[src/rtl/detector_jogada.sv]
// Button input stage: 2-FF sync, debounce, one-hot validation and release gating.
// Optional macro DETECTOR_JOGADA_INVALIDA_EN enables the jogada_invalida pulse.
module detector_jogada #(
  parameter int DEBOUNCE = 250000
) (
  input  logic       clock,
  input  logic       reset,
  input  logic [3:0] botoes,
  input  logic       habilita,
  input  logic       limpa,
  output logic [3:0] jogada,
  output logic       jogada_feita,
  output logic       jogada_invalida,
  output logic       db_tem_jogada,
  output logic [3:0] db_estado
);

  localparam int CW = (DEBOUNCE > 1) ? $clog2(DEBOUNCE) : 1;
  localparam logic [CW-1:0] CNT_MAX = CW'(DEBOUNCE - 1);

  typedef enum logic [2:0] {
    OCIOSO       = 3'd0,
    FILTRA       = 3'd1,
    REGISTRA     = 3'd2,
    SOLTA        = 3'd3,
    FILTRA_SOLTA = 3'd4
  } estado_t;

  estado_t       estado;
  logic [3:0]    sync_a;
  logic [3:0]    s_botoes;
  logic [3:0]    amostra;
  logic [CW-1:0] cnt;

  function automatic logic is_onehot(input logic [3:0] v);
    return (v != 4'd0) && ((v & (v - 4'd1)) == 4'd0);
  endfunction

  always_ff @(posedge clock or negedge reset) begin
    if (!reset) begin
      sync_a   <= 4'd0;
      s_botoes <= 4'd0;
    end else begin
      sync_a   <= botoes;
      s_botoes <= sync_a;
    end
  end

  assign db_tem_jogada = |s_botoes;
  assign db_estado     = {1'b0, estado};

  // The load into jogada is written after the limpa clear so a coincident load wins.
  always_ff @(posedge clock or negedge reset) begin
    if (!reset) begin
      estado       <= OCIOSO;
      amostra      <= 4'd0;
      cnt          <= '0;
      jogada       <= 4'd0;
      jogada_feita <= 1'b0;
`ifdef DETECTOR_JOGADA_INVALIDA_EN
      jogada_invalida <= 1'b0;
`endif
    end else begin
      jogada_feita <= 1'b0;
`ifdef DETECTOR_JOGADA_INVALIDA_EN
      jogada_invalida <= 1'b0;
`endif
      if (limpa) begin
        jogada <= 4'd0;
      end
      case (estado)
        OCIOSO: begin
          if (habilita && (s_botoes != 4'd0)) begin
            estado  <= FILTRA;
            amostra <= s_botoes;
            cnt     <= '0;
          end
        end
        FILTRA: begin
          if (s_botoes != amostra) begin
            estado <= OCIOSO;
          end else if (cnt == CNT_MAX) begin
            if (is_onehot(amostra)) begin
              estado       <= REGISTRA;
              jogada       <= amostra;
              jogada_feita <= 1'b1;
            end else begin
              estado <= SOLTA;
`ifdef DETECTOR_JOGADA_INVALIDA_EN
              jogada_invalida <= 1'b1;
`endif
            end
          end else begin
            cnt <= cnt + CW'(1);
          end
        end
        REGISTRA: begin
          estado <= SOLTA;
        end
        SOLTA: begin
          if (s_botoes == 4'd0) begin
            estado <= FILTRA_SOLTA;
            cnt    <= '0;
          end
        end
        FILTRA_SOLTA: begin
          if (s_botoes != 4'd0) begin
            estado <= SOLTA;
          end else if (cnt == CNT_MAX) begin
            estado <= OCIOSO;
          end else begin
            cnt <= cnt + CW'(1);
          end
        end
        default: begin
          estado <= OCIOSO;
        end
      endcase
    end
  end

`ifndef DETECTOR_JOGADA_INVALIDA_EN
  assign jogada_invalida = 1'b0;
`endif

endmodule

[config.mk]
export PLATFORM = sky130hd
export DESIGN_NAME = detector_jogada
export DESIGN_NICKNAME = d
export VERILOG_FILES = /design/src/rtl/detector_jogada.sv
export SDC_FILE = /design/constraint.sdc
export NUM_CORES = 1
export LEC_CHECK = 0
export BUFFER_PORTS_ARGS = -buffer_cell sky130_fd_sc_hd__buf_2
export CORE_UTILIZATION = 52
export DETAILED_ROUTE_END_ITERATION = 7
export PLACE_DENSITY = 0.83
export REMOVE_ABC_BUFFERS = 1
export SETUP_SLACK_MARGIN = 0.02
export SLEW_MARGIN = 40
export SYNTH_ARGS = -nofsm -noshare
export SYNTH_HDL_FRONTEND = slang
export SYNTH_SLANG_ARGS = --single-unit
[constraint.sdc]
create_clock -name clock -period 2.2 [get_ports clock]
set_clock_uncertainty 0.1 [all_clocks]
set_input_delay 0.44 -clock clock [delete_from_list [all_inputs] [get_ports clock]]
set_output_delay 0.44 -clock clock [all_outputs]
set_load 0.1 [all_outputs]
# After elaboration in Yosys (flattened, before gate mapping)
# Index checks and enable logic that the tools add are counted.
[word_totals] register_bits=38 in_bits=8 output_inout_bits=11 word_cells=57
[classes] n_addsub=2 n_eq_ne=12 muxes=23 n_bitwise=1 n_reduce_logical=12
[ops] op="$mux 18" n=5
[ops] op="$pmux 18 s4" n=1
[ops] op="$mux 4" n=5
[ops] op="$add 18x1->18 const B" n=1
[ops] op="$eq 18x18->1 const B" n=1
[ops] op="$mux 3" n=6
[ops] op="$pmux 3 s5" n=1
[ops] op="$reduce_bool 4->1" n=3
[ops] op="$logic_not 4->1" n=2
[ops] op="$ne 2x2->1 const B" n=4
[ops] op="$eq 3x2->1 const B" n=2
[ops] op="$ne 3x3->1 const B" n=2
[ops] op="$mux 1" n=5
[ops] op="$reduce_and 5->1" n=1
[ops] op="$and 4x4->4" n=1
[ops] op="$ne 4x4->1" n=1
[ops] op="$reduce_and 4->1" n=1
[ops] op="$reduce_or 4->1" n=1
[ops] op="$sub 4x1->4 const B" n=1
[ops] op="$eq 3x1->1 const B" n=1
[ops] op="$eq 3x3->1 const B" n=1
[ops] op="$logic_not 3->1" n=1
[ops] op="$logic_and 1x1->1" n=2
[ops] op="$reduce_and 2->1" n=1

# Depth between registers and ports, before layout
[logic_depth] depth_word=8 ltp_mapped=8 ltp_nobuf=7

# Worst setup path before layout
# OpenSTA, ideal clock, no wires.
[synth_path] path_type="flip-flop to flip-flop" start="register estado[2]" end="register cnt[16]" setup_ps=79 t_arrival_ps=2382 required_ps=2021 slack_ps=-361 path_stages_with_launch=8 path_buffers=2 synth_period_minus_slack_ps=2561 path_cell_list="dfrtp_1 -> buf_2 -> or3_1 -> nor3_1 -> buf_4 -> nor2_1 -> or3_1 -> a21oi_1"
[synth_via] elab_chain_cells=3 word_cells_on_any_way=11 classes_between="eq/ne: 7; mux: 1; reduce/logical: 3"
[synth_lines] item="start: declaration" line="29" rtl="estado_t estado;"
[synth_lines] item="start signal: assignment" line="55" rtl="estado <= OCIOSO;"
[synth_lines] item="start signal: assignment" line="74" rtl="estado <= FILTRA;"
[synth_lines] item="start signal: assignment" line="81" rtl="estado <= OCIOSO;"
[synth_lines] item="$eq 3x3->1, or another cell as far along" line="71" rtl="case (estado)"
[synth_lines] item="$reduce_bool 4->1 (no source line) or $ne 2x2->1 (tied branches)"
[synth_lines] item="$reduce_and 5->1 (no source line)"
[synth_lines] item="end signal: assignment" line="94" rtl="cnt <= cnt + CW'(1);"
[synth_lines] item="end signal: assignment" line="112" rtl="cnt <= cnt + CW'(1);"
[synth_lines] item="end: declaration" line="33" rtl="logic [CW-1:0] cnt;"
# Parallel ways exist; a longest one is shown, timed or not.
# A chain may end at the register's enable or synchronous reset.

# Final worst setup path
[layout_path] start="register s_botoes[3]" end="register cnt[12]"
[layout_via] elab_chain_cells=4 word_cells_on_any_way=9 classes_between="eq/ne: 5; reduce/logical: 4"
[layout_lines] item="start: declaration" line="31" rtl="logic [3:0] s_botoes;"
[layout_lines] item="start signal: assignment" line="45" rtl="s_botoes <= sync_a;"
[layout_lines] item="$reduce_bool 4->1" line="73, 107"
[layout_lines] item="$logic_and 1x1->1" line="73" rtl="if (habilita && (s_botoes != 4'd0)) begin"
[layout_lines] item="$ne 2x2->1 (no source line)"
[layout_lines] item="$reduce_and 5->1 (no source line) *"
# Every way passes the cells marked *; elsewhere a longest branch is shown, timed or not.

==> metrics.txt <==
status finished with violations; failing checks negative hold slack; worst r2r path cells 7; dpl cells ~270; Top FF cell, synth dfrtp_1; GRT Residual Overflow 0; final core occ approximately 69%; layout cells sized above 1 27.92%; crit end category flip-flop; initial antenna violation count 0; clock sink count 38; top-area cell type share of the netlist area roughly 50%; number of synthesis warnings 0; r2r endpoint cnt[12]; Pre-antenna DRT Iters 5; wire per inst about 15 um; Die Ht about 63 um; Period minus WS final roughly 2.2 ns; Synth async-reset ratio 100.0%; FP Rows 21; DRT antenna net count 0; clock transition at the registers of the reported paths around 0.070 ns; Leakage roughly 1.0 nW; max-slew violations 0; worst setup margin slightly above 0.005 ns; Total Routed Length between 4 and 5 mm; Die Span X around 63 um; Area contributors post-synth dfrtp_1 49%, o21ai_0 5.4%, nand3_1 4.4%, nor2_1 3.7%, nand2_1 2.9%; n_diodes 0; post-synthesis cell type count 44; vias in the first global route roughly 1500; hold buffer count at CTS 0; Placement Setup Slack 0.06919 ns; WS Path Type flip-flop to flip-flop; synthesis-stage register bit count 38; H-tree depth 2; global routing usage on met1 30.59%; fmax 0.4556 GHz; CP startpoint kind flip-flop; DP HPWL between 2 and 3 mm; Net count, final around 250; Final Hold Vio Count 36; Starting Density about 56%; CTS Buf Count 5; Synth area leader dfrtp_1; post-DR vias/cell 5.850; sequential share of the synthesized area 49.22%; endpoints failing setup 0; crit path from s_botoes[3]; Netlist Area Pre-Place a little under 0.002 mm^2; Via Count around 1700; GR Util met2 between 30 and 40%; FF-to-FF Start s_botoes[3]; Pwr Density 919.1 mW/mm^2; Post-Synthesis Cells 199; synthesized area per cell between 9 and 10 um^2; worst-case vdd ir drop around 600 uV; DRC Markers 0; WP data arrival between 2 and 2.5 ns; IO Pins 19; EDFF count, synth 0; largest net degree at the start of global routing 39; TritonCTS clock tree yes; Worst-Skew Late Latency about 0.29 ns; most instantiated cells after synthesis 38 x dfrtp_1, 21 x o21ai_0, 19 x nor2_1, 17 x nand3_1, 15 x nand2_1; area delta synth->final 22.54%; met3 Use GR under 10%; WHS -0.008189 ns; iteration-0 DRC count of the detailed router 134; Slew @ Worst Pin roughly 0.64 ns; full die area between 0.003 and 0.004 mm^2; worst reg2reg setup slack 0.005 ns; first-pass GRT wire length 6.713 mm; core box area around 0.0034 mm^2; root buffer cell clkbuf_8; clk buf depth 2; worst hold-check path type input port to asynchronous set/reset pin; RSZ-0062 raised after global routing true; MaxCap Viol Count 0; number of port buffers 16; Slew HR 57.09%; Power Total approximately 2.2 mW; Critical Path RT 2.32 ns; Tcrit/Tclk final around 100%; most common cell in the netlist dfrtp_1; aggregate global-route resource usage between 20% and 30%; non-filler cells in the finished layout roughly 290; Top Usage Layer GRT met2; worst-path fanout max 6; RePlAce Congestion about 0.94
==> power by group <==
| group | total [mW] | switching [mW] | internal, mW |
|---|---|---|---|
| sequential | 0.875 | 0.0953 | 0.780 |
| combinational | 0.715 | 0.430 | 0.285 |
| clock | 0.585 | 0.249 | 0.337 |
==> area by class of cell <==
cell class	count	area, um^2
Fill cell	259	1075
Multi-Input combinational cell	151	970.9
Sequential cell	38	952.2
Timing Repair Buffer	38	254.0
Clock buffer	5	68.82
Tap cell	46	57.56
Clock inverter	3	45.04
Inverter	5	18.77
==> layout by cell type (no fill, tap or decap), types with 2 or more instances in the layout <==
cell        instances
or3_1               5
a21o_1              2
nor4_1              2
a21oi_1             7
nand2_1            15
inv_1               4
o21ai_0            21
or2_2               3
nor2_1             19
mux2_2              4
nand2b_1            5
xnor2_1             4
o21a_1              2
nand3_1            17
nor3_1              3
buf_2              14
and3_1              2
o31ai_1             6
a21oi_2             2
dfrtp_1            37
clkinvlp_4          2
conb_1              2
xor2_1              5
buf_4              23
clkbuf_8            5
a31oi_1             2
==> worst max-delay path, cell delays in order, from the launching register on <==
cell	delay [ns]
dfrtp_1	0.43
xor2_1	0.17
or3_1	0.32
nor3_2	0.22
buf_4	0.21
o2bb2ai_4	0.10
or4_1	0.42
a21oi_1	0.15
==> worst max path at each step <==
stage | end | slack, ns | depth (start not counted)
after floorplan | cnt[12] | -0.69 | 5
after global placement | cnt[2] | 0.13 | 5
after detailed placement | cnt[8] | 0.07 | 7
after CTS | db_tem_jogada | 0.02 | 4
after global routing | cnt[12] | -0.07 | 7
final | cnt[12] | 0.005 | 7
==> stage by stage <==
stage	area [um^2]	setup TNS, ns
3_3_place_gp	2138	0
6_report	2367	0
4_1_cts	2255	0
3_5_place_dp	2138	0
2_1_floorplan	1896	-12.29
5_1_grt	2367	-0.4160
==> logic make-up (layout without fill, tap and decap cells) <==
logic type / Yosys count / in the layout / synth area share, %
other cells: 1 / 2 / 0.1941
mux: 5 / 5 / 2.850
fa+ha+maj: 1 / 1 / 0.6476
compound gates: 51 / 52 / 17.29
simple gates: 82 / 82 / 22.67
xor+xnor: 9 / 9 / 4.080
buf+inv: 12 / 51 / 3.044
flops: 38 / 38 / 49.22
==> sequential cells by signal, indices dropped and copies added (netlist names) <==
name / cells
cnt: 18
amostra: 4
jogada: 4
s_botoes: 4
sync_a: 4
estado: 3
jogada_feita: 1
==> layer usage <==
layer  share of wire, %  up-vias  wire [um]
li1                   -      797          -
met1                 45      798       1883
met2                 47       72       1968
met3                6.2        6        260
met4                1.3        0         56
met5                  0        -          0
==> repair_timing <==
action / in CTS / in global routing
gates resized for setup: 1 / 8
hold endpoints to repair: 0 / 0
setup endpoints to repair: 1 / 9
cloned: 0 / 2
pin swaps: 0 / 5
buffers inserted: 0 / 7
Power figures use the tool's default switching activity.
